File: src/rtl/game_pkg.sv
// Shared definitions for the tic-tac-toe move arbiter slice.
// Holds board geometry, result encodings, the arbiter state enum,
// the default turn timeout and a small turn-decode helper.
package game_pkg;

  localparam int unsigned BOARD_W            = 9;
  localparam int unsigned TIMEOUT_CYCLES_DEF = 1000;
  localparam int unsigned TW_DEF             = 10;

  // Result encoding shared with the external win checker.
  typedef enum logic [1:0] {
    RES_NONE = 2'd0,
    RES_CATS = 2'd1,
    RES_WINO = 2'd2,
    RES_WINX = 2'd3
  } result_e;

  typedef enum logic [2:0] {
    ST_IDLE,
    ST_TURN_X,
    ST_TURN_O,
    ST_COMMIT,
    ST_CHECK,
    ST_OVER
  } state_e;

  // One bit per square, bit 8 top-left ... bit 0 bottom-right.
  typedef logic [BOARD_W-1:0] square_t;

  // Board payload: occupancy plus owner (1 = X, 0 = O) per square.
  typedef struct packed {
    square_t occ_square;
    square_t occ_player;
  } board_t;

  // {X,O} one-hot while a turn is open, 00 otherwise.
  function automatic logic [1:0] turn_code(input state_e s);
    case (s)
      ST_TURN_X: turn_code = 2'b10;
      ST_TURN_O: turn_code = 2'b01;
      default:   turn_code = 2'b00;
    endcase
  endfunction

endpackage

File: src/rtl/move_arbiter_if.sv
// Player/board bus of the move arbiter.
// Carries game start, the X and O request channels (req/pos in,
// ack/nak out), the win checker result, and the board/status outputs.
// slave  : arbiter side; master : players + win checker side.
interface move_arbiter_if;
  import game_pkg::*;

  logic        start;
  logic        req_x;
  square_t     pos_x;
  logic        ack_x;
  logic        nak_x;
  logic        req_o;
  square_t     pos_o;
  logic        ack_o;
  logic        nak_o;
  logic [1:0]  win_in;
  square_t     occ_square;
  square_t     occ_player;
  logic [1:0]  turn;
  logic [1:0]  result;
  logic        done;

  modport slave (
    input  start, req_x, pos_x, req_o, pos_o, win_in,
    output ack_x, nak_x, ack_o, nak_o, occ_square, occ_player, turn, result, done
  );

  modport master (
    output start, req_x, pos_x, req_o, pos_o, win_in,
    input  ack_x, nak_x, ack_o, nak_o, occ_square, occ_player, turn, result, done
  );

endinterface

File: src/rtl/move_validator.sv
// Combinational move legality check for one player channel.
// Ports: pos (selected square, should be one-hot), occ (occupied squares),
//        valid_c (pos is exactly one-hot and that square is free).
module move_validator
  import game_pkg::*;
(
  input  square_t pos,
  input  square_t occ,
  output logic    valid_c
);

  logic one_hot_c;

  // Exactly one bit set: non-zero and clearing the lowest set bit leaves zero.
  assign one_hot_c = (pos != '0) && ((pos & (pos - BOARD_W'(1))) == '0);
  assign valid_c   = one_hot_c && ((pos & occ) == '0);

endmodule

File: src/rtl/move_arbiter.sv
// Tic-tac-toe move arbiter: serialises X and O move requests, keeps the
// board, consults an external win checker and enforces a per-turn timeout.
// Ports: clk, reset (synchronous, active-low), bus (move_arbiter_if.slave).
// Parameters: TIMEOUT_CYCLES (turn length limit), TW (turn timer width).
module move_arbiter
  import game_pkg::*;
#(
  parameter int unsigned TIMEOUT_CYCLES = TIMEOUT_CYCLES_DEF,
  parameter int unsigned TW             = TW_DEF
) (
  input  logic           clk,
  input  logic           reset,
  move_arbiter_if.slave  bus
);

  // A turn lasts TIMEOUT_CYCLES-1 cycles: the timer reads 0 in the first
  // cycle, so the incremented value reaches TIMEOUT_CYCLES-1 when it reads this.
  localparam logic [TW-1:0] TIMER_LAST = TW'(TIMEOUT_CYCLES - 2);

  state_e        state_q, state_d;
  logic [TW-1:0] timer_q, timer_d;
  square_t       pos_q, pos_d;
  logic          mover_x_q, mover_x_d;
  board_t        board_q, board_d;
  result_e       result_q, result_d;
  logic [1:0]    turn_q, turn_d;
  logic          done_q, done_d;
  logic          ack_x_q, ack_x_d, nak_x_q, nak_x_d;
  logic          ack_o_q, ack_o_d, nak_o_q, nak_o_d;
  logic          armed_x_q, armed_x_d, armed_o_q, armed_o_d;

  logic          valid_x_c, valid_o_c;
  logic          seen_x_c, seen_o_c;
  result_e       win_c;

  move_validator u_val_x (
    .pos     (bus.pos_x),
    .occ     (board_q.occ_square),
    .valid_c (valid_x_c)
  );

  move_validator u_val_o (
    .pos     (bus.pos_o),
    .occ     (board_q.occ_square),
    .valid_c (valid_o_c)
  );

  // A request is only acted on once per high phase of req.
  assign seen_x_c = bus.req_x && armed_x_q;
  assign seen_o_c = bus.req_o && armed_o_q;
  assign win_c    = result_e'(bus.win_in);

  // Next-state, board and handshake decode.
  always_comb begin
    state_d   = state_q;
    timer_d   = timer_q;
    pos_d     = pos_q;
    mover_x_d = mover_x_q;
    board_d   = board_q;
    result_d  = result_q;
    ack_x_d   = 1'b0;
    nak_x_d   = 1'b0;
    ack_o_d   = 1'b0;
    nak_o_d   = 1'b0;

    case (state_q)
      ST_IDLE, ST_OVER: begin
        if (bus.start) begin
          board_d  = '0;
          result_d = RES_NONE;
          timer_d  = '0;
          state_d  = ST_TURN_X;
        end
      end

      ST_TURN_X: begin
        nak_o_d = seen_o_c;
        if (seen_x_c && valid_x_c) begin
          ack_x_d   = 1'b1;
          pos_d     = bus.pos_x;
          mover_x_d = 1'b1;
          state_d   = ST_COMMIT;
        end else begin
          nak_x_d = seen_x_c;
          if (timer_q == TIMER_LAST) begin
            state_d  = ST_OVER;
            result_d = RES_WINO;
          end else begin
            timer_d = timer_q + TW'(1);
          end
        end
      end

      ST_TURN_O: begin
        nak_x_d = seen_x_c;
        if (seen_o_c && valid_o_c) begin
          ack_o_d   = 1'b1;
          pos_d     = bus.pos_o;
          mover_x_d = 1'b0;
          state_d   = ST_COMMIT;
        end else begin
          nak_o_d = seen_o_c;
          if (timer_q == TIMER_LAST) begin
            state_d  = ST_OVER;
            result_d = RES_WINX;
          end else begin
            timer_d = timer_q + TW'(1);
          end
        end
      end

      ST_COMMIT: begin
        // The mover is still considered on turn; only the opponent is refused.
        nak_x_d = seen_x_c && !mover_x_q;
        nak_o_d = seen_o_c && mover_x_q;
        board_d.occ_square = board_q.occ_square | pos_q;
        board_d.occ_player = mover_x_q ? (board_q.occ_player | pos_q)
                                       : (board_q.occ_player & ~pos_q);
        state_d = ST_CHECK;
      end

      ST_CHECK: begin
        nak_x_d = seen_x_c && !mover_x_q;
        nak_o_d = seen_o_c && mover_x_q;
        if (win_c != RES_NONE) begin
          state_d  = ST_OVER;
          result_d = win_c;
        end else begin
          state_d = mover_x_q ? ST_TURN_O : ST_TURN_X;
          timer_d = '0;
        end
      end

      default: state_d = ST_IDLE;
    endcase

    // Disarm on any response; re-arm once req has been seen low.
    armed_x_d = (ack_x_d || nak_x_d) ? 1'b0 : (!bus.req_x ? 1'b1 : armed_x_q);
    armed_o_d = (ack_o_d || nak_o_d) ? 1'b0 : (!bus.req_o ? 1'b1 : armed_o_q);

    turn_d = turn_code(state_d);
    done_d = (state_d == ST_OVER);
  end

  // State and registered outputs.
  always_ff @(posedge clk) begin
    if (!reset) begin
      state_q   <= ST_IDLE;
      timer_q   <= '0;
      pos_q     <= '0;
      mover_x_q <= 1'b0;
      board_q   <= '0;
      result_q  <= RES_NONE;
      turn_q    <= 2'b00;
      done_q    <= 1'b0;
      ack_x_q   <= 1'b0;
      nak_x_q   <= 1'b0;
      ack_o_q   <= 1'b0;
      nak_o_q   <= 1'b0;
      armed_x_q <= 1'b1;
      armed_o_q <= 1'b1;
    end else begin
      state_q   <= state_d;
      timer_q   <= timer_d;
      pos_q     <= pos_d;
      mover_x_q <= mover_x_d;
      board_q   <= board_d;
      result_q  <= result_d;
      turn_q    <= turn_d;
      done_q    <= done_d;
      ack_x_q   <= ack_x_d;
      nak_x_q   <= nak_x_d;
      ack_o_q   <= ack_o_d;
      nak_o_q   <= nak_o_d;
      armed_x_q <= armed_x_d;
      armed_o_q <= armed_o_d;
    end
  end

  assign bus.ack_x      = ack_x_q;
  assign bus.nak_x      = nak_x_q;
  assign bus.ack_o      = ack_o_q;
  assign bus.nak_o      = nak_o_q;
  assign bus.occ_square = board_q.occ_square;
  assign bus.occ_player = board_q.occ_player;
  assign bus.turn       = turn_q;
  assign bus.result     = result_q;
  assign bus.done       = done_q;

endmodule

File: src/flat_wrapper.sv
// flat-port wrapper written by rule: the top's interface ports become plain ports
module move_arbiter_flat import game_pkg::*;
#(
  parameter int unsigned TIMEOUT_CYCLES = TIMEOUT_CYCLES_DEF,
  parameter int unsigned TW             = TW_DEF
)
  (clk, reset, bus_start, bus_req_x, bus_pos_x, bus_req_o, bus_pos_o, bus_win_in, bus_ack_x, bus_nak_x, bus_ack_o, bus_nak_o, bus_occ_square, bus_occ_player, bus_turn, bus_result, bus_done);
  move_arbiter_if bus_i ();
  input  logic clk;
  input  logic reset;
  input wire logic [$bits(bus_i.start)-1:0] bus_start;
  input wire logic [$bits(bus_i.req_x)-1:0] bus_req_x;
  input wire logic [$bits(bus_i.pos_x)-1:0] bus_pos_x;
  input wire logic [$bits(bus_i.req_o)-1:0] bus_req_o;
  input wire logic [$bits(bus_i.pos_o)-1:0] bus_pos_o;
  input wire logic [$bits(bus_i.win_in)-1:0] bus_win_in;
  output wire logic [$bits(bus_i.ack_x)-1:0] bus_ack_x;
  output wire logic [$bits(bus_i.nak_x)-1:0] bus_nak_x;
  output wire logic [$bits(bus_i.ack_o)-1:0] bus_ack_o;
  output wire logic [$bits(bus_i.nak_o)-1:0] bus_nak_o;
  output wire logic [$bits(bus_i.occ_square)-1:0] bus_occ_square;
  output wire logic [$bits(bus_i.occ_player)-1:0] bus_occ_player;
  output wire logic [$bits(bus_i.turn)-1:0] bus_turn;
  output wire logic [$bits(bus_i.result)-1:0] bus_result;
  output wire logic [$bits(bus_i.done)-1:0] bus_done;
  assign bus_i.start = bus_start;
  assign bus_i.req_x = bus_req_x;
  assign bus_i.pos_x = bus_pos_x;
  assign bus_i.req_o = bus_req_o;
  assign bus_i.pos_o = bus_pos_o;
  assign bus_i.win_in = bus_win_in;
  assign bus_ack_x = bus_i.ack_x;
  assign bus_nak_x = bus_i.nak_x;
  assign bus_ack_o = bus_i.ack_o;
  assign bus_nak_o = bus_i.nak_o;
  assign bus_occ_square = bus_i.occ_square;
  assign bus_occ_player = bus_i.occ_player;
  assign bus_turn = bus_i.turn;
  assign bus_result = bus_i.result;
  assign bus_done = bus_i.done;
  move_arbiter #(.TIMEOUT_CYCLES(TIMEOUT_CYCLES), .TW(TW)) u_core (.clk(clk), .reset(reset), .bus(bus_i));
endmodule
File: config.mk
export PLATFORM = sky130hd
export DESIGN_NAME = move_arbiter_flat
export DESIGN_NICKNAME = d
export VERILOG_FILES = /design/src/rtl/game_pkg.sv /design/src/rtl/move_arbiter_if.sv /design/src/rtl/move_validator.sv /design/src/rtl/move_arbiter.sv /design/src/flat_wrapper.sv
export SDC_FILE = /design/constraint.sdc
export NUM_CORES = 1
export LEC_CHECK = 0
export BUFFER_PORTS_ARGS = -buffer_cell sky130_fd_sc_hd__buf_2
export CAP_MARGIN = 15
export CORE_MARGIN = 10
export CORE_UTILIZATION = 50
export CTS_BUF_LIST = sky130_fd_sc_hd__clkbuf_16
export DETAILED_ROUTE_END_ITERATION = 10
export PLACE_DENSITY = 0.76
export SYNTH_ARGS = -nofsm -noshare
export SYNTH_HDL_FRONTEND = slang
export SYNTH_HIERARCHICAL = 1
export SYNTH_SLANG_ARGS = --single-unit
File: constraint.sdc
create_clock -name clk -period 2.9 [get_ports clk]
set_input_delay 0.435 -clock clk [delete_from_list [all_inputs] [get_ports clk]]
set_output_delay 0.435 -clock clk [all_outputs]
set_load 0.01 [all_outputs]
==> results of run 1 <==
[registers in the layout, indices dropped and copies added, names as in the netlist]
register,flops
u_core/timer_q,10
u_core/bus.occ_player,9
u_core/bus.occ_square,9
u_core/pos_q,9
u_core/state_q,3
u_core/bus.result,2
u_core/bus.turn,2
u_core/armed_o_q,1
u_core/armed_x_q,1
u_core/bus.ack_o,1
u_core/bus.ack_x,1
u_core/bus.done,1
u_core/bus.nak_o,1
u_core/bus.nak_x,1
u_core/mover_x_q,1
[kinds of logic (layout without fill, tap and decap cells)]
kind of cell | count (synthesis) | in the layout | synth area share [%]
AOI/OAI and AO/OA | 99 | 99 | 25.0
xor gates and xnor gates | 1 | 1 | 0.321
adders and majority gates | 2 | 2 | 0.918
buffers and inverters | 31 | 88 | 5.74
DFF | 52 | 52 | 38.2
muxes | 1 | 1 | 0.367
and+or+nand+nor | 162 | 162 | 29.4
[power breakdown]
group / switching, mW / leakage, nW / internal [mW]
Combinational: 0.0880 / 0.806 / 0.0567
Sequential: 0.00773 / 0.420 / 0.720
Clock: 0.279 / 0.0708 / 0.326
Total: 0.374 / 1.30 / 1.10
[what timing repair did]
item | CTS | global route
hold buffers | 0 | 0
buffers inserted | 0 | 0
setup endpoints to repair | 0 | 6
gates resized for setup | 0 | 1
endpoints found under the hold margin | 0 | 0
[worst paths after layout]
check | startpoint | endpoint | cells past startpoint
setup / recovery | bus_pos_o[0] | u_core/timer_q[4]$_SDFFE_PN0P_ | 9
hold / removal | reset | u_core/armed_o_q$_SDFFE_PN1P_ | 2
setup reg to reg | u_core/bus.occ_square[3]$_SDFFE_PN0P_ | u_core/bus.done$_SDFF_PN0_ | 8
hold reg to reg | u_core/bus.occ_player[4]$_SDFFE_PN0P_ | u_core/bus.occ_player[4]$_SDFFE_PN0P_ | 2
[placed cells by master (no fill, tap or decap), types with 6 or more instances in the layout]
master / n
dfxtp_1: 52
buf_2: 51
nor2_1: 44
nand2_1: 44
a21oi_1: 33
buf_4: 18
nand3_1: 17
nor3_1: 14
o21ai_0: 13
o31ai_1: 13
a311oi_1: 11
inv_1: 10
o21a_1: 6
[layout make-up]
type                       count  area, um2  area share, %
tap                           70       87.6           2.69
clock inverter                 3       25.0          0.768
timing repair buffer          70        410           12.6
sequential                    52       1040           31.9
inverter                      10       37.5           1.15
multi-input combinational    265       1530           47.0
clock buffer                   5        125           3.84
[worst reg2reg max path, delay by kind of cell, from the launching register on]
kind / cells / cell delay (ps)
simple gates: 6 / 1260
compound gates: 2 / 690
flops: 1 / 350
[metal layers]
metal / GRT usage [%] / vias up / share of wire, %
met5: 0 / - / 0
met4: 4.81 / 0 / 1.5
met3: 4.64 / 19 / 9.9
met2: 28.2 / 158 / 47
met1: 22.6 / 1324 / 42
li1: - / 1396 / -
[stage by stage]
step | setup WS, ps | power (mW) | area (um2) | TNS [ps]
detailed placement | -112 | 0.885 | 3100 | -1060
global route | 23.3 | 1.54 | 3260 | 0
floorplan | 126 | 0.823 | 2730 | 0
CTS | 188 | 1.48 | 3250 | 0
finish | 161 | 1.48 | 3260 | 0
global placement | -46.9 | 0.881 | 3100 | -415
==> metrics.txt, run 1 <==
Synth warnings=6; top-area cell type share of the netlist area=38.2%; fraction of layout cells with a size suffix above 1=22.0%; drt first pass iters=5; largest fanout on the critical path=3; core area=5200 um2; CTS sink cnt=52; DIE AREA=8800 um2; Hold/Removal Path Class=in2reg; Worst Path Buf+Inv=1; worst vdd ir=0.240 mV; post-layout util=62.6%; # fillers=479; flop-to-flop setup slack=500 ps; Synth cell types=47; fin crit period=2740 ps; hold_ws=385 ps; Final Hold Viols=0; clk slew on worst S/H paths=70 ps; Post-synth EDFFs=0; worst-margin pin slew=838 ps; CTS Buffer Depth=2; critical path's most frequent cell=or4_4; Final Max Slew Viols=0; final setup fails=0; port buffer count=51; Post-synth top flop=dfxtp_1; Die Width=93.8 um; Slew Limit Headroom=44.1%; vias in the first global route=2620; initial antenna violation count=0; CP delay by family, top=compound AO/OA/AOI/OAI gates; H-tree depth=2; most frequent cell after synthesis=dfxtp_1; FP Rows=26; RSZ-0062 raised after global routing=false; f_max=0.365 GHz; grt total ovfl=0; Clock Skews=6.45 ps; Post-Syn Instances=348; Mapped Nets=375; total global-route track usage=17.6%; DP HPWL=5.69 mm; # diodes=0; worst-path cell chain=buf_2 > or4_4 > o211a_1 > a311oi_1 > nor3_2 > a311o_1 > o21a_1 > or4_4 > a221oi_2; largest area contributor in the netlist=dfxtp_1; DR vias/cell=6.10; Seq cells post-synth=52; CP Launch Type=input pin; DRC viols=0; Mapped Area=2730 um2; 1st-iter DRT viols=270; Post-synth top cells=52 x dfxtp_1, 44 x nand2_1, 44 x nor2_1; Die Span Y=93.8 um; Period Utilization, post-route=94.5%; Crit-path slowest cell=or4_4; Clock Latency Late Sink=290 ps; vias=2897; layout net count=431; status=finished, final reports clean; fin cells=475; first-pass GRT wire length=12.8 mm; Leakage=1.30 nW; Critical Path Max Stage Delay=530 ps; post-synthesis sequential area ratio=38.2%; async set-reset flop share out of synthesis=0%; Cell Pwr Density=453 nW/um2; Final ANT Viol Nets=0; worst endpoint data arrival time=2940 ps; P&R area growth vs syn=19.6%; Ports=52; drt total wl=7.76 mm; Critical Path End Type=register; WP data required=3100 ps; syn_area_per_cell=7.83 um2; CTS tree=built; Root Buffer=clkbuf_16; kind of critical path=in2reg; WL/cell=16.3 um; largest net degree at the start of global routing=28; placed instance count=467; max-cap violations=0; Final GP Congestion=0.987; largest cells by area after synthesis=dfxtp_1 38%, a21oi_1 6.1%, nand2_1 6.1%; Initial Util=52.4%; Num CTS Buffers=5
Power figures use the tool's default switching activity.
==> run 2, diff against run 1 <==
ABC_AREA = 1   (was default)
==> metrics.txt, run 2 <==
final setup fails=0 (unchanged); kind of critical path=reg2reg (was in2reg); worst r2r src=u_core/bus.occ_square[7]$_SDFFE_PN0P_ (was u_core/bus.occ_square[3]$_SDFFE_PN0P_); Mapped Nets=483 (was 375); Mapped Area=2890 um2 (was 2730 um2); layout net count=530 (was 431); DR vias/cell=5.09 (was 6.10); most frequent cells in the layout=131 x nand2_1, 58 x nor2_1, 53 x inv_1 (was 52 x dfxtp_1, 51 x buf_2, 44 x nor2_1, 44 x nand2_1, 33 x a21oi_1); # diodes=0 (unchanged); grt total ovfl=0 (unchanged); H-tree depth=2 (unchanged); 1st-iter DRT viols=162 (was 270); CTS tree=built (unchanged); largest area contributor in the netlist=dfxtp_1 (unchanged); async set-reset flop share out of synthesis=0% (unchanged); CP Launch Type=register (was input pin); Met3 Wirelength=365 um (was 768 um); most frequent cell after synthesis=nand2_1 (was dfxtp_1); Synth cell types=33 (was 47); Final GP Congestion=0.933 (was 0.987); Seq cells post-synth=52 (unchanged); Synth warnings=6 (unchanged); XOR/XNOR share of the synthesized area=0.909% (was 0.321%); Post-Syn Instances=456 (was 348); Simple-Gate Fraction of Synth Area=37.4% (was 29.4%); DP HPWL=5.79 mm (was 5.69 mm); fin crit period=2200 ps (was 2740 ps); # fillers=565 (was 479); Critical Path End Type=register (unchanged); Cell Pwr Density=444 nW/um2 (was 453 nW/um2); drt first pass iters=5 (unchanged); worst vdd ir=0.376 mV (was 0.240 mV); post-synthesis compound-gate area fraction=14.8% (was 25.0%); metal1 wirelength=3.47 mm (was 3.23 mm); DRC viols=0 (unchanged); total global-route track usage=16.8% (was 17.6%); worst endpoint data arrival time=2390 ps (was 2940 ps); Hold/Removal Path Class=in2reg (unchanged); largest family of logic cells by synthesized area=simple AND/OR/NAND/NOR gates (unchanged); Post-synth top flop=dfxtp_1 (unchanged); hold_ws=446 ps (was 385 ps); largest net degree at the start of global routing=28 (unchanged); largest cells by area after synthesis=dfxtp_1 36%, nand2_1 17%, nor2_1 7.5% (was dfxtp_1 38%, a21oi_1 6.1%, nand2_1 6.1%); vias=2933 (was 2897); f_max=0.455 GHz (was 0.365 GHz); clk slew on worst S/H paths=70 ps (about the same); core area=5570 um2 (was 5200 um2); Slew Limit Headroom=65.9% (was 44.1%); fraction of layout cells with a size suffix above 1=17.3% (was 22.0%); CTS sink cnt=52 (unchanged); cells resized by post-CTS repair=0 (unchanged); Period Utilization, post-route=75.9% (was 94.5%); max FFs per register=10 (unchanged); Clock Latency Late Sink=290 ps (about the same); syn_area_per_cell=6.34 um2 (was 7.83 um2); Post-Synth Adder-Cell Area=0.866% (was 0.918%); Max Used Layer=met4 (unchanged); Leakage=1.52 nW (was 1.30 nW); Post-synth top cells=131 x nand2_1, 58 x nor2_1, 53 x inv_1 (was 52 x dfxtp_1, 44 x nand2_1, 44 x nor2_1); vias in the first global route=2736 (was 2620); Die Span Y=96.0 um (was 93.8 um); FP Rows=27 (was 26); Top reg by flops=u_core/timer_q (unchanged); drt total wl=7.62 mm (was 7.76 mm); Clock Skews=10.4 ps (was 6.45 ps); Final Hold Viols=0 (unchanged); initial antenna violation count=0 (unchanged); port buffer count=51 (unchanged); P&R area growth vs syn=15.3% (was 19.6%); TNS Setup=0 ps (unchanged); HP Start=bus_pos_o[4] (was reset); Final ANT Viol Nets=0 (unchanged); largest fanout on the critical path=20 (was 3); status=finished, final reports clean (unchanged); Root Buffer=clkbuf_16 (unchanged); first-pass GRT wire length=12.6 mm (was 12.8 mm); top-area cell type share of the netlist area=36.0% (was 38.2%); post-synthesis sequential area ratio=36.0% (was 38.2%); commonest non-fill, non-tap cell in the layout=nand2_1 (was dfxtp_1); max-cap violations=0 (unchanged); Met2 Wirelength=3.70 mm (was 3.64 mm); CTS Hold Bufs=0 (unchanged); Post-synth EDFFs=0 (unchanged); Worst setup startpoint=u_core/bus.occ_square[7]$_SDFFE_PN0P_ (was bus_pos_o[0]); mux share of post-synthesis cell area=0% (was 0.367%); Final Max Slew Viols=0 (unchanged); RSZ-0062 raised after global routing=false (unchanged); CTS Buffer Depth=2 (unchanged); WP data required=3090 ps (was 3100 ps); Ports=52 (unchanged); Post-CTS Setup Inserts=0 (unchanged); WL/cell=13.2 um (was 16.3 um); Die Width=96.0 um (was 93.8 um); Design Power=1.48 mW (about the same); DIE AREA=9220 um2 (was 8800 um2); Initial Util=51.9% (was 52.4%); worst-margin pin slew=509 ps (was 838 ps); Num CTS Buffers=5 (unchanged)
run 2: cell count changes after synthesis, moves of 6 or more:
cell	delta
nor2_1	+14
o21ai_0	+20
a311oi_1	-11
o31ai_1	-13
nand3_1	+9
o21a_1	-6
nand3b_1	+6
nand2_2	+6
nor2_2	+10
a31oi_1	+8
nor3_1	-13
nand2_1	+87
inv_1	+43
run 2: layout make-up:
cell class | count | area [um2] | area share [%]
clock inverters | 3 | 27.5 | 0.826
well taps | 72 | 90.1 | 2.70
multi-input cells | 333 | 1560 | 46.9
clock buffers | 5 | 125 | 3.76
flip-flops and latches | 52 | 1040 | 31.2
repair buffers | 52 | 263 | 7.89
inverters | 59 | 224 | 6.72
run 2: path summary, 6_finish.rpt:
check	end	slack (ps)	depth (start not counted)
worst max-delay path	u_core/bus.turn[1]$_SDFF_PN0_	700	16
worst min-delay path	u_core/pos_q[4]$_SDFFE_PN0P_	450	3
worst max register to register	u_core/bus.turn[1]$_SDFF_PN0_	700	16
worst min register to register	u_core/bus.result[0]$_SDFFE_PN0P_	460	2
run 2: worst max-delay path, cell delays in order (launching register included):
cell	delay (ps)
dfxtp_1	360
nand2_1	90
nand2_1	50
nor2_1	80
nand2_1	60
nor2_1	120
nand2_1	70
nor2_1	100
inv_1	60
nor2_1	170
nand2_2	140
nand2_1	430
inv_1	90
nand3_1	110
inv_1	60
nand2_1	50
nor2_1	40
run 2: cells by family after synthesis:
group | after synthesis
AO/OA/AOI/OAI | 81
XOR/XNOR | 3
adder cells (fa/ha/maj) | 2
buffers and inverters | 71
flip-flops | 52
AND/OR/NAND/NOR | 247
run 2: report_power, final:
| part | internal, mW | switching [mW] | leakage [nW] | total (mW) |
|---|---|---|---|---|
| Sequential | 0.722 | 0.00673 | 0.420 | 0.728 |
| Combinational | 0.0494 | 0.0993 | 1.03 | 0.149 |
| Clock | 0.328 | 0.276 | 0.0719 | 0.603 |
run 2: layer usage:
layer	global-route usage, %	up-vias
met3	3.81	7
met4	4.30	0
li1	-	1531
met5	0	-
met1	20.2	1331
met2	29.6	64
run 2: stage by stage:
step | cell area, um2 | utilization, % | worst slack, ps | cells
after detailed placement | 3180 | 57.0 | 456 | 568
after floorplan | 2890 | - | 1060 | 456
final | 3330 | 59.8 | 700 | 576
after global placement | 3180 | 57.0 | 546 | 568
after global routing | 3330 | 59.8 | 383 | 576
after CTS | 3330 | 59.8 | 699 | 576
==> run 3, diff against run 2 <==
CORE_UTILIZATION = 56   (was 50)
PLACE_DENSITY = 0.8   (was 0.76)
clock period = 2.25 ns   (was 2.9 ns; I/O delays follow)
==> metrics.txt, run 3 (synthesis results as in run 2) <==
Post-Place Setup Slack=73.9 ps (was 456 ps); clk slew on worst S/H paths=70 ps (about the same); 1st-iter DRT viols=123 (was 162); worst vdd ir=0.457 mV (was 0.376 mV); Worst setup startpoint=u_core/bus.occ_square[6]$_SDFFE_PN0P_ (was u_core/bus.occ_square[7]$_SDFFE_PN0P_); path length in cells of the critical path=14 (was 16); DIE AREA=8430 um2 (was 9220 um2); fraction of layout cells with a size suffix above 1=17.4% (was 17.3%); Worst Path Buf+Inv=2 (was 3); CP Launch Type=register (unchanged); grt total ovfl=0 (unchanged); layout net count=531 (was 530); CTS tree=built (unchanged); cells resized by post-CTS repair=0 (unchanged); WP data required=2460 ps (was 3090 ps); metal1 wirelength=3.37 mm (was 3.47 mm); most frequent cells in the layout=131 x nand2_1, 58 x nor2_1, 53 x inv_1 (unchanged); CTS Buffer Depth=2 (unchanged); CP delay by family, top=simple AND/OR/NAND/NOR gates (unchanged); R2R cell count=14 (was 16); Crit-path slowest cell=dfxtp_1 (was nand2_1); DRC viols=0 (unchanged); Setup crit end=u_core/pos_q[0]$_SDFFE_PN0P_ (was u_core/bus.turn[1]$_SDFF_PN0_); Initial Util=57.3% (was 51.9%); Cell Pwr Density=570 nW/um2 (was 444 nW/um2); Root Buffer=clkbuf_16 (unchanged); largest net degree at the start of global routing=28 (unchanged); TNS Setup=0 ps (unchanged); worst-path cell chain=nand2_1 > nand2_1 > nor2_1 > nand2_1 > nor2_1 > nand2_1 > nor2_1 > nand3_1 > nor2_2 > inv_2 > nand2_1 > buf_12 > o21ai_0 > a31oi_1 (was nand2_1 > nand2_1 > nor2_1 > nand2_1 > nor2_1 > nand2_1 > nor2_1 > inv_1 > nor2_1 > nand2_2 > nand2_1 > inv_1 > nand3_1 > inv_1 > nand2_1 > nor2_1); Final Hold Viols=0 (unchanged); Period Utilization, post-route=88.8% (was 75.9%); largest fanout on the critical path=19 (was 20); max FFs per register=10 (unchanged); Die Width=91.8 um (was 96.0 um); Num CTS Buffers=5 (unchanged); Leakage=1.52 nW (about the same); worst r2r src=u_core/bus.occ_square[6]$_SDFFE_PN0P_ (was u_core/bus.occ_square[7]$_SDFFE_PN0P_); P&R area growth vs syn=15.8% (was 15.3%); reg-to-reg endpoint=u_core/pos_q[0]$_SDFFE_PN0P_ (was u_core/bus.turn[1]$_SDFF_PN0_); RSZ-0062 raised after global routing=false (unchanged); Post-CTS Setup Inserts=0 (unchanged); WL/cell=13.1 um (was 13.2 um); f_max=0.501 GHz (was 0.455 GHz); CTS Hold Bufs=0 (unchanged); Final ANT Viol Nets=0 (unchanged); Hold/Removal Path Class=in2reg (unchanged); kind of critical path=reg2reg (unchanged); Clock Latency Late Sink=290 ps (about the same); drt first pass iters=6 (was 5); worst-margin pin slew=466 ps (was 509 ps); Final GP Congestion=0.903 (was 0.933); fin crit period=2000 ps (was 2200 ps); flop-to-flop setup slack=250 ps (was 700 ps); Slew Limit Headroom=68.7% (was 65.9%); Critical Path End Type=register (unchanged); FP Rows=26 (was 27); dpl cell area=3200 um2 (was 3180 um2); status=finished, final reports clean (unchanged); total global-route track usage=17.2% (was 16.8%); vias in the first global route=2774 (was 2736); max-cap violations=0 (unchanged); DR vias/cell=5.14 (was 5.09); port buffer count=51 (unchanged); Max Used Layer=met4 (unchanged); DP HPWL=5.76 mm (was 5.79 mm); core area=5040 um2 (was 5570 um2); # diodes=0 (unchanged); Design Area, Final=3350 um2 (was 3330 um2); worst endpoint data arrival time=2210 ps (was 2390 ps); Top reg by flops=u_core/timer_q (unchanged); Clock Skews=8.15 ps (was 10.4 ps); final setup fails=0 (unchanged); critical path's most frequent cell=nand2_1 (unchanged); commonest non-fill, non-tap cell in the layout=nand2_1 (unchanged); CTS sink cnt=52 (unchanged); Ports=52 (unchanged); Met3 Wirelength=463 um (was 365 um); fin worst setup slack=253 ps (was 700 ps); H-tree depth=2 (unchanged); vias=2957 (was 2933); initial antenna violation count=0 (unchanged); Critical Path Max Stage Delay=360 ps (was 430 ps); drt total wl=7.51 mm (was 7.62 mm); post-layout util=66.4% (was 59.8%); first-pass GRT wire length=12.4 mm (was 12.6 mm); Final Max Slew Viols=0 (unchanged); Met2 Wirelength=3.62 mm (was 3.70 mm); Die Span Y=91.8 um (was 96.0 um)
[run 3: worst min-delay path, stage by stage]
cell and delay (ps):
buf_2 120, nand2_1 60, a31oi_1 70
[run 3: report_power, final]
part	switching, mW	internal (mW)	total [mW]
clock	0.356	0.421	0.776
combinational	0.128	0.0639	0.192
sequential	0.00881	0.930	0.939
[run 3: final cells by class]
type / count / area [um2]
Clock buffer: 5 / 125
Clock inverter: 3 / 25.0
Fill cell: 470 / 1700
Inverter: 59 / 224
Multi-Input combinational cell: 333 / 1560
Sequential cell: 52 / 1040
Tap cell: 70 / 87.6
Timing Repair Buffer: 53 / 283
[run 3: worst min-delay path by stage]
stage,depth (start not counted),slack (ps),end,start
6_report,3,340,u_core/pos_q[8]$_SDFFE_PN0P_,bus_pos_o[8]
5_1_grt,3,360,u_core/pos_q[8]$_SDFFE_PN0P_,bus_pos_o[8]
4_1_cts,3,340,u_core/pos_q[8]$_SDFFE_PN0P_,bus_pos_o[8]
3_5_place_dp,2,460,u_core/bus.result[1]$_SDFFE_PN0P_,u_core/bus.result[1]$_SDFFE_PN0P_
3_3_place_gp,2,450,u_core/bus.result[0]$_SDFFE_PN0P_,u_core/bus.result[0]$_SDFFE_PN0P_
2_1_floorplan,2,470,u_core/timer_q[8]$_SDFFE_PN0P_,u_core/timer_q[8]$_SDFFE_PN0P_
[run 3: per-layer routing]
layer	up-vias	global-route usage (%)
met4	0	4.37
met3	6	4.65
li1	1530	-
met5	-	0
met1	1337	20.2
met2	84	30.0
[run 3: through the flow]
| step | std cells | hold slack (ps) | power, mW |
|---|---|---|---|
| floorplan | 456 | 465 | 1.08 |
| global placement | 567 | 450 | 1.14 |
| detailed placement | 567 | 465 | 1.15 |
| CTS | 575 | 340 | 1.92 |
| global route | 575 | 362 | 1.98 |
| finish | 575 | 341 | 1.91 |
